### config.mk
export PLATFORM = sky130hd
export DESIGN_NAME = stage_word_packer_flat
export DESIGN_NICKNAME = d
export VERILOG_FILES = /design/src/rtl/stage_word_packer_if.sv /design/src/rtl/stage_word_packer.sv /design/src/flat_wrapper.sv
export SDC_FILE = /design/constraint.sdc
export NUM_CORES = 1
export LEC_CHECK = 0
export CAP_MARGIN = 20
export CORE_AREA = 2 2 85 87
export CTS_CLUSTER_DIAMETER = 30
export CTS_CLUSTER_SIZE = 24
export DETAILED_ROUTE_END_ITERATION = 6
export DIE_AREA = 0 0 87 89
export GPL_ROUTABILITY_DRIVEN = 0
export GPL_TIMING_DRIVEN = 0
export PLACE_DENSITY = 0.76
export SYNTH_ARGS = -nofsm -noshare
export SYNTH_HDL_FRONTEND = slang
export SYNTH_SLANG_ARGS = --single-unit
### constraint.sdc
create_clock -name clk -period 2 [get_ports clk]
set_clock_uncertainty 0.15 [all_clocks]
set_input_delay 0.6 -clock clk [delete_from_list [all_inputs] [get_ports clk]]
set_output_delay 0.6 -clock clk [all_outputs]
set_load 0.03 [all_outputs]
### src/rtl/stage_word_packer_if.sv
// Handshake bundle for stage_word_packer: narrow input beats in, packed wide words out.
// valid/ready: a transfer happens on a rising clk edge where valid && ready; the source holds its payload stable until then.
interface stage_word_packer_if #(
  parameter int IN_W  = 8,
  parameter int RATIO = 4
);
  logic                    in_valid;
  logic                    in_ready;
  logic [IN_W-1:0]         in_data;
  logic                    in_last;
  logic                    out_valid;
  logic                    out_ready;
  logic [IN_W*RATIO-1:0]   out_data;
  logic [RATIO-1:0]        out_keep;
  logic                    out_last;

  modport master (
    output in_valid, in_data, in_last, out_ready,
    input  in_ready, out_valid, out_data, out_keep, out_last
  );

  modport slave (
    input  in_valid, in_data, in_last, out_ready,
    output in_ready, out_valid, out_data, out_keep, out_last
  );
endinterface

### src/rtl/stage_word_packer.sv
// Packs up to RATIO narrow input beats (fewer when a beat carries in_last) into one wide output word.
// One output register; it reloads in the same cycle it is drained, so full-rate streaming has no bubble.
module stage_word_packer #(
  parameter int IN_W  = 8,
  parameter int RATIO = 4,
  parameter int CNT_W = 16
) (
  input  logic                  clk,
  input  logic                  rst,
  stage_word_packer_if.slave    bus,
  output logic [CNT_W-1:0]      word_count,
  output logic                  state_dbg
);

  localparam int W      = IN_W * RATIO;
  localparam int LIDX_W = (RATIO > 1) ? $clog2(RATIO) : 1;

  typedef enum logic {
    EMPTY = 1'b0,
    FILL  = 1'b1
  } state_t;

  state_t              state, state_nxt;
  logic [LIDX_W-1:0]   lane_idx, lane_nxt;
  logic [W-1:0]        acc, acc_nxt;
  logic [W-1:0]        data_q, data_nxt;
  logic [RATIO-1:0]    keep_q, keep_nxt;
  logic                last_q, last_nxt;
  logic                valid_q, valid_nxt;
  logic [CNT_W-1:0]    cnt_q, cnt_nxt;

  logic                accept;
  logic                last_lane;
  logic                complete;
  logic                drain;
  logic [W-1:0]        beat_word;
  logic [W-1:0]        merged;
  logic [RATIO-1:0]    keep_mask;

  assign bus.in_ready = !valid_q || bus.out_ready;
  assign accept       = bus.in_valid && bus.in_ready;
  assign drain        = valid_q && bus.out_ready;
  assign last_lane    = (lane_idx == LIDX_W'(RATIO - 1));
  assign complete     = accept && (bus.in_last || last_lane);

  // The incoming beat is positioned in its lane and OR-ed onto the partial word.
  assign beat_word = W'(bus.in_data) << (int'(lane_idx) * IN_W);
  assign merged    = acc | beat_word;
  assign keep_mask = {RATIO{1'b1}} >> (RATIO - 1 - int'(lane_idx));

  always_ff @(posedge clk) begin
    if (rst) begin
      state    <= EMPTY;
      lane_idx <= '0;
      acc      <= '0;
      data_q   <= '0;
      keep_q   <= '0;
      last_q   <= 1'b0;
      valid_q  <= 1'b0;
      cnt_q    <= '0;
    end else begin
      state    <= state_nxt;
      lane_idx <= lane_nxt;
      acc      <= acc_nxt;
      data_q   <= data_nxt;
      keep_q   <= keep_nxt;
      last_q   <= last_nxt;
      valid_q  <= valid_nxt;
      cnt_q    <= cnt_nxt;
    end
  end

  always_comb begin
    state_nxt = state;
    lane_nxt  = lane_idx;
    acc_nxt   = acc;
    data_nxt  = data_q;
    keep_nxt  = keep_q;
    last_nxt  = last_q;
    valid_nxt = valid_q;
    cnt_nxt   = cnt_q;

    case (state)
      EMPTY: begin
        if (accept) begin
          if (complete) begin
            state_nxt = EMPTY;
            lane_nxt  = '0;
            acc_nxt   = '0;
          end else begin
            state_nxt = FILL;
            lane_nxt  = LIDX_W'(1);
            acc_nxt   = merged;
          end
        end
      end
      FILL: begin
        if (accept) begin
          if (complete) begin
            state_nxt = EMPTY;
            lane_nxt  = '0;
            acc_nxt   = '0;
          end else begin
            lane_nxt  = lane_idx + LIDX_W'(1);
            acc_nxt   = merged;
          end
        end
      end
      default: begin
        state_nxt = EMPTY;
        lane_nxt  = '0;
        acc_nxt   = '0;
      end
    endcase

    // A completing beat always wins over a drain, so a reload keeps out_valid high.
    if (complete) begin
      valid_nxt = 1'b1;
      data_nxt  = merged;
      keep_nxt  = keep_mask;
      last_nxt  = bus.in_last;
    end else if (drain) begin
      valid_nxt = 1'b0;
    end

    if (drain) begin
      cnt_nxt = cnt_q + CNT_W'(1);
    end
  end

  assign bus.out_valid = valid_q;
  assign bus.out_data  = data_q;
  assign bus.out_keep  = keep_q;
  assign bus.out_last  = last_q;
  assign word_count    = cnt_q;
  assign state_dbg     = state;

  a_hold_stable: assert property (@(posedge clk) disable iff (rst)
    (valid_q && !bus.out_ready) |=> ($stable(data_q) && $stable(keep_q) && $stable(last_q)));

endmodule
### src/flat_wrapper.sv
// flat-port wrapper written by rule: the top's interface ports become plain ports
module stage_word_packer_flat 
#(
  parameter int IN_W  = 8,
  parameter int RATIO = 4,
  parameter int CNT_W = 16
)
  (clk, rst, word_count, state_dbg, bus_in_valid, bus_in_data, bus_in_last, bus_out_ready, bus_in_ready, bus_out_valid, bus_out_data, bus_out_keep, bus_out_last);
  stage_word_packer_if #(.IN_W(IN_W), .RATIO(RATIO)) bus_i ();
  input  logic clk;
  input  logic rst;
  output logic [CNT_W-1:0] word_count;
  output logic state_dbg;
  input wire logic [$bits(bus_i.in_valid)-1:0] bus_in_valid;
  input wire logic [$bits(bus_i.in_data)-1:0] bus_in_data;
  input wire logic [$bits(bus_i.in_last)-1:0] bus_in_last;
  input wire logic [$bits(bus_i.out_ready)-1:0] bus_out_ready;
  output wire logic [$bits(bus_i.in_ready)-1:0] bus_in_ready;
  output wire logic [$bits(bus_i.out_valid)-1:0] bus_out_valid;
  output wire logic [$bits(bus_i.out_data)-1:0] bus_out_data;
  output wire logic [$bits(bus_i.out_keep)-1:0] bus_out_keep;
  output wire logic [$bits(bus_i.out_last)-1:0] bus_out_last;
  assign bus_i.in_valid = bus_in_valid;
  assign bus_i.in_data = bus_in_data;
  assign bus_i.in_last = bus_in_last;
  assign bus_i.out_ready = bus_out_ready;
  assign bus_in_ready = bus_i.in_ready;
  assign bus_out_valid = bus_i.out_valid;
  assign bus_out_data = bus_i.out_data;
  assign bus_out_keep = bus_i.out_keep;
  assign bus_out_last = bus_i.out_last;
  stage_word_packer #(.IN_W(IN_W), .RATIO(RATIO), .CNT_W(CNT_W)) u_core (.clk(clk), .rst(rst), .bus(bus_i), .word_count(word_count), .state_dbg(state_dbg));
endmodule
# Yosys cells after proc, flatten, opt, wreduce, memory -nomap -nowiden
# Index checks and enable logic that the tools add are counted.
[totals] regBits=89 inputBits=13 out_inout_bits=56 elab_cells=39
[classes] addsub=3 n_eq_ne=3 shift=2 mux=13 n_bitwise=2 n_reduce_logical=8
[ops] operator="2-to-1 mux 32 bit" count=2
[ops] operator="bitwise OR 32 bit" count=1
[ops] operator="<< shifter 8 x 5 -> 32 bit" count=1
[ops] operator="right shift 4 x 32 -> 4 bit, first input constant" count=1
[ops] operator="adder 16 x 1 -> 16 bit, second input constant" count=1
[ops] operator="2-to-1 mux 1 bit" count=6
[ops] operator="2-to-1 mux 2 bit" count=3
[ops] operator="case mux 2 bit (2 select lines)" count=1
[ops] operator="logical AND 1 bit" count=3
[ops] operator="subtractor 2 x 2 -> 3 bit, first input constant" count=1
[ops] operator="adder 2 x 1 -> 2 bit, second input constant" count=1
[ops] operator="equality test 2 bit, second input constant" count=1
[ops] operator="logical OR 1 bit" count=2
[ops] operator="!= test 2 x 1 -> 1 bit, second input constant" count=1
[ops] operator="!= test 2 bit, second input constant" count=1
[ops] operator="case mux 1 bit (2 select lines)" count=1
[ops] operator="AND reduction 2 bit" count=1
[ops] operator="nonzero test 2 bit" count=1
[ops] operator="logical NOT 1 bit" count=1
[ops] operator="NOT 1 bit" count=1

# Depth between registers and ports, before layout
# Gate-level depths: netlist of run 1.
[logic_depth] word_depth=7 depth_mapped=7 depth_no_buf=5

# Worst setup path after synthesis of run 1
# OpenSTA, ideal clock, no wires.
[synth_path] kind="reg-to-reg" startpoint="register u_core.cnt_q[0] (netlist: u_core.word_count[0])" endpoint="register u_core.cnt_q[14] (netlist: u_core.word_count[14])" setup_ns=0.070 arrival_ns=1.678 required_time_ns=1.780 path_slack_ns=0.102 path_stages_with_launch=6 path_buffers=0 synth_period_minus_slack_ns=1.898 path_cell_list="dfxtp_1 ha_1 nand3_1 nor2_1 or4b_1 a21oi_1"
[synth_between] elab_chain_len=1
[synth_rtl] element="start, declared" line_no="stage_word_packer.sv:30" rtl="logic [CNT_W-1:0] cnt_q, cnt_nxt;"
[synth_rtl] element="start signal, assigned" line_no="stage_word_packer.sv:69" rtl="cnt_q <= cnt_nxt;"
[synth_rtl] element="adder 16 x 1 -> 16 bit" line_no="stage_word_packer.sv:127" rtl="cnt_nxt = cnt_q + CNT_W'(1);"
# No other way between the ends.
# A chain may end at the register's enable or synchronous reset.

# Worst setup path after layout of run 1
[layout_path] startpoint="input port bus_in_last" endpoint="register u_core.data_q[13] (netlist: u_core.bus.out_data[13])"
[layout_between] elab_chain_len=2
[layout_rtl] element="start, declared" line_no="flat_wrapper.sv:16" rtl="input wire logic [$bits(bus_i.in_last)-1:0] bus_in_last;"
[layout_rtl] element="logical OR 1 bit" line_no="stage_word_packer.sv:44" rtl="assign complete = accept && (bus.in_last || last_lane);"
[layout_rtl] element="logical AND 1 bit" line_no="stage_word_packer.sv:44"
[layout_rtl] element="end signal, assigned" line_no="stage_word_packer.sv:65" rtl="data_q <= data_nxt;"
[layout_rtl] element="end, declared" line_no="stage_word_packer.sv:26" rtl="logic [W-1:0] data_q, data_nxt;"
# No other way between the ends.

==> results of run 1 <==
[state kept, by name, summed over array words and instances (netlist names), named ones only]
register and cells:
u_core.bus.out_keep 4, u_core.word_count 16, u_core.lane_idx 2, u_core.bus.out_last 1, u_core.bus.out_data 32, u_core.acc 32, u_core.bus.out_valid 1
[final cells by class]
cell class | count | area share, %
Buffer | 33 | 4.06
Clock buffer | 9 | 2.89
Clock inverter | 7 | 1.25
Inverter | 5 | 0.438
Multi-Input combinational cell | 260 | 34.1
Sequential cell | 89 | 41.7
Tap cell | 80 | 2.33
Timing Repair Buffer | 67 | 13.2
[power breakdown]
part           total [mW]  switching, mW  leakage [nW]  internal [mW]
clock                1.13          0.668        0.0827          0.462
combinational       0.435          0.287         0.962          0.148
sequential           1.87         0.0348         0.726           1.83
[metrics by stage]
stage / worst slack (ns) / util [%] / std cells
after floorplan: 0.102 / - / 389
after global placement: -1.00 / 60.9 / 529
after detailed placement: -1.01 / 60.9 / 529
after CTS: -0.0624 / 63.1 / 547
after global routing: -0.0278 / 63.8 / 550
final: 0.00265 / 63.8 / 550
[final timing paths]
| kind | from | to | slack (ns) |
|---|---|---|---|
| min reg2reg | u_core.bus.out_keep[3] | u_core.bus.out_keep[3] | 0.32 |
| max reg2reg | u_core.word_count[0] | u_core.word_count[14] | 0.10 |
| min | u_core.bus.out_keep[3] | u_core.bus.out_keep[3] | 0.32 |
| max | bus_in_last | u_core.bus.out_data[13] | 0.003 |
[logic make-up (layout without fill, tap and decap cells)]
logic type	Yosys count	in the layout
AO/OA/AOI/OAI	81	81
XOR/XNOR	11	11
adder cells (fa/ha/maj)	3	3
buffers and inverters	40	121
flip-flops	89	89
AND/OR/NAND/NOR	165	165
[per-layer routing]
layer	part of all wire [%]	GRT usage, %	up-vias
met2	45	33.4	102
li1	-	-	1505
met1	46	29.0	1432
met5	0	0	-
met4	2.2	10.4	0
met3	6.0	4.52	19
[layout by cell type, fill, tap and decap left out, drive strengths merged, types with 2 or more instances in the layout]
cell type	Yosys	final
xor2	7	7
nand2	13	13
inv	5	8
dfxtp	89	89
ha	3	3
a22oi	8	8
o21ai	2	2
clkbuf	18	31
a32oi	2	2
nand4	5	5
dlygate4sd2	0	49
a21oi	33	33
clkdlybuf4s50	0	3
buf	17	24
clkdlybuf4s15	0	2
and4	4	4
a211oi	33	33
and3	4	4
xnor2	4	4
or3	2	2
nor3	36	36
nand3	8	8
nor2	84	84
clkinvlp	0	3
nor2b	3	3
[worst reg2reg max path, stage by stage, from the launching register on]
cell and delay [ns]:
dfxtp_1 0.41, ha_1 0.17, nand3_1 0.25, nor2_2 0.26, or4b_1 0.45, a21oi_1 0.15
[repair_timing]
item | 4_1_cts | 5_1_grt
gates cloned | 0 | 0
hold endpoints to repair | 0 | 0
endpoints found under the setup margin | 119 | 76
setup buffers | 3 | 4
resized for setup | 75 | 28
hold buffers | 0 | 0
pin swaps | 1 | 0
==> flow_summary_export.csv, run 1 <==
group,metric,value,unit
outcome,run_status,"completed",
detailed_routing,wirelength,8.33,mm
place,dp_hpwl,5.65,mm
job,drv_cap,0,
detailed_routing,routed-via-count,3058,
floorplan,dieArea,7740,sq um
setup_path,worstPathMaxFanout,10,
synthesis,synthCells,389,
synthesis,synthArstFlopShare,0,%
setup_path,worstSetupPathType,"in2reg",
synthesis,synth_commonest_cells,"dfxtp_1 (89), nor2_1 (84), nor3_1 (35)",
sta,clock.fmax,0.501,GHz
setup_path,path_depth,6,
synthesis,synth_area_leader_cell,"dfxtp_1",
setup_path,crit_chain,"clkdlybuf4s50_1 > or2_2 > nand3_2 > buf_2 > a211oi_1 > nor3_1",
layout,layout-drive-gt1-share,13.4,%
clock_tree,cts_root_buf,"clkbuf_8",
detailed_routing,via_per_inst,5.56,
clock_tree,cts.clk_slew.worst_paths,0.09,ns
power,ir_worst_vdd,0.559,mV
worst_hold_path,min_path_cells,2,
sta,fin_hold_ws,0.322,ns
synthesis,synth_edf_count,0,
setup_path,crit_buf_inv,2,
sta,finalSetupViolations,0,
clock_tree,cts_tree,"yes",
detailed_routing,firstDrtPassIters,4,
setup_path,startpoint_type,"input pin",
global_route,grt_pass1_wl,13.0,mm
layout,insertedDiodeCount,0,
setup_path,critical_path.slowest_cell,"clkdlybuf4s50_1",
clock_tree,clock-sinks,89,
global_route,grt_max_degree,17,
floorplan,num_rows,30,
synthesis,synth-adder-area-share,1.11,%
setup_path,critPathRequiredTime,2.09,ns
setup_path,cp-end-kind,"register",
global_route,grt_usage,21.6,%
layout,multi_input_area,1460,sq um
setup_path,cpPeakStageDelay,0.52,ns
setup_path,worst_r2r_path_depth,5,
floorplan,core_area,6720,sq um
floorplan,dieHeight,89,um
worst_hold_path,hold_class,"reg2reg",
place,port_buffers,60,
synthesis,synth_compound_area_share,15.5,%
sta,worst_slew_pin_slew,0.665,ns
synthesis,synth_seq_cells,89,
global_route,grt_pass1_vias,2723,
synthesis,synthXorXnorAreaFrac,2.84,%
place,dpl_cell_area,4090,sq um
power,total_power,3.43,mW
setup_path,cp.arrival,2.09,ns
detailed_routing,antenna_left,0,
global_route,antenna_found_initial,0,
floorplan,start_util,50.5,%
detailed_routing,drc_errors,0,
setup_path,critPathTopFamily,"buffers and inverters",
layout,nets,481,
synthesis,seq_area_frac_synth,52.5,%
clock_tree,clk_latency,0.36,ns
synthesis,synth-main-ff-cell,"dfxtp_1",
global_route,grt_overflow,0,
power,p_per_area,800,nW/um^2
synthesis,synth_top_family_by_area,"simple AND/OR/NAND/NOR gates",
synthesis,synth.area.mux_share,0,%
synthesis,syn_area,3390,sq um
layout,design_area,4290,sq um
sta,slew_headroom,55.5,%
layout,fillerInstances,569,
detailed_routing,dr.first_iter.drc_count,168,
detailed_routing,wire_per_inst,15.1,um
synthesis,synth.top_cell.area_share,52.5,%
floorplan,die_width,87,um
synthesis,yosysMostFrequentCell,"dfxtp_1",
clock_tree,cts_buffers,9,
synthesis,ys_warn_count,0,
layout,regArea,1790,sq um
sta,rsz0062_at_grt,"yes",
sta,min_period,2.00,ns
synthesis,synthesis.nets,405,
sta,period_share,99.9,%
floorplan,io_pins,69,
synthesis,syn_avg_cell_area,8.72,sq um
layout,areaGrowthSynthToFinish,26.4,%
sta,maxSlewViolCount,0,
power,power.leakage,1.77,nW
sta,finalHoldViolations,0,
clock_tree,htree_levels,3,
sta,fin_setup_tns,0,ns
synthesis,synth_cell_types,37,
synthesis,synth-simple-area-share,23.0,%
clock_tree,cts_max_path_buffers,2,
synthesis,yosys-top-cells-area,"dfxtp_1 (53%), nor2_1 (9.3%), a211oi_1 (7.3%)",
No activity file was read; power rests on OpenSTA's default activity.
==> inputs of run 2 (changes only) <==
Settings changed: CTS_CLUSTER_SIZE 24 to 20, PLACE_DENSITY 0.76 to 0.89, TNS_END_PERCENT set to 5.
==> flow_summary_export.csv, run 2 (synthesis gave the netlist of run 1 again) <==
group,metric,value,unit
outcome,run_status,"completed",
detailed_routing,wire_per_inst,15.4,um
layout,multi_input_area,1460,sq um
detailed_routing,via_per_inst,5.59,
sta,worst_slew_pin_slew,0.702,ns
job,drv_cap,0,
setup_path,worstPathMaxFanout,3,
floorplan,io_pins,69,
sta,finalHoldViolations,0,
sta,rsz0062_at_grt,"yes",
global_route,grt_usage,22.6,%
global_route,grt_use_met1,30.2,%
setup_path,cp-end-kind,"primary output",
power,ir_worst_vdd,0.692,mV
detailed_routing,antenna_left,0,
layout,fillerInstances,552,
place,port_buffers,60,
layout,design_area,4280,sq um
global_route,use_met2,35.9,%
clock_tree,cts_max_path_buffers,2,
layout,final_cells,550,
clock_tree,clock-sinks,89,
global_route,top_usage_layer,"met2",
sta,min_period,1.98,ns
detailed_routing,wirelength,8.45,mm
power,p_per_area,803,nW/um^2
sta,finalSetupViolations,0,
clock_tree,cts_root_buf,"clkbuf_8",
floorplan,core_area,6720,sq um
layout,layout_commonest_cell,"dfxtp_1",
global_route,antenna_found_initial,0,
global_route,gr-usage-met3,5.08,%
place,place_ws,-0.997,ns
floorplan,dieArea,7740,sq um
setup_path,cpPeakStageDelay,0.44,ns
floorplan,dieHeight,89,um
place,placedCellCount,529,
floorplan,num_rows,30,
clock_tree,htree_levels,3,
detailed_routing,dr.first_iter.drc_count,160,
sta,clock.fmax,0.505,GHz
sta,maxSlewViolCount,0,
layout,layout_common_cells,"dfxtp_1 (87), nor2_1 (84), dlygate4sd2_1 (50)",
power,power.leakage,1.77,nW
layout,insertedDiodeCount,0,
place,dp_hpwl,5.80,mm
sta,slew_headroom,53.0,%
setup_path,critPathRequiredTime,1.25,ns
layout,areaGrowthSynthToFinish,26.0,%
setup_path,crit_buf_inv,1,
detailed_routing,firstDrtPassIters,5,
worst_hold_path,hold_class,"reg2reg",
place,dpl_cell_area,4090,sq um
global_route,grt_overflow,0,
sta,period_share,99.0,%
clock_tree,cts_hold_buf,0,
floorplan,start_util,50.5,%
setup_path,critPathTopFamily,"buffers and inverters",
clock_tree,cts_tree,"yes",
sta,fin_ws,0.0208,ns
layout,regArea,1790,sq um
floorplan,die_width,87,um
setup_path,crit_chain,"dlygate4sd2_1",
layout,layout-drive-gt1-share,11.7,%
layout,fin_util,63.6,%
setup_path,worstSetupPathType,"reg2out",
detailed_routing,routed-via-count,3074,
sta,fin_setup_tns,0,ns
sta,fin_hold_ws,0.320,ns
clock_tree,cts_buffers,9,
global_route,grt_max_degree,17,
detailed_routing,drc_errors,0,
setup_path,critical_path.slowest_cell,"dlygate4sd2_1",
global_route,grt_pass1_wl,13.7,mm
setup_path,startpoint_type,"register",
layout,nets,481,
clock_tree,cts.clk_slew.worst_paths,0.09,ns
clock_tree,clk_latency,0.36,ns
power,total_power,3.43,mW
setup_path,cp.arrival,1.23,ns
global_route,grt_pass1_vias,2843,
[run 2: changes by cell type in the layout (fill, tap and decap cells not counted), moves of 2 or more]
| cell | before | now |
|---|---|---|
| clkbuf_1 | 14 | 17 |
| buf_4 | 10 | 8 |
| clkbuf_2 | 8 | 4 |
| clkinvlp_4 | 3 | 1 |
[run 2: path summary, 6_finish.rpt]
check                                            start                       to  slack, ns  depth (start not counted)
worst min register to register  u_core.bus.out_keep[2]   u_core.bus.out_keep[2]       0.32                          2
worst min-delay path            u_core.bus.out_keep[2]   u_core.bus.out_keep[2]       0.32                          2
worst max register to register      u_core.lane_idx[0]  u_core.bus.out_data[14]       0.13                          6
worst max-delay path             u_core.word_count[12]           word_count[12]       0.02                          1
[run 2: layout make-up]
type | count | area share, %
buffer | 35 | 4.24
clock buffer | 9 | 2.90
clock inverter | 7 | 1.23
inverter | 5 | 0.439
multi-input combinational | 260 | 34.1
sequential | 89 | 41.8
tap | 80 | 2.34
timing repair buffer | 65 | 13.0
[run 2: routing by layer]
| metal | wire length, um | up-vias |
|---|---|---|
| met5 | 0 | - |
| met4 | 146 | 0 |
| met3 | 666 | 11 |
| met2 | 4010 | 123 |
| met1 | 3630 | 1435 |
| li1 | - | 1505 |
[run 2: where the power goes]
part,switching (mW),total (mW),internal (mW)
logic,0.286,0.433,0.147
registers,0.0365,1.87,1.83
clock network,0.669,1.13,0.462
[run 2: repair_timing]
action | CTS | global route
setup endpoints to repair | 119 | 67
setup buffers | 1 | 4
pin swaps | 1 | 1
gates resized for setup | 81 | 14
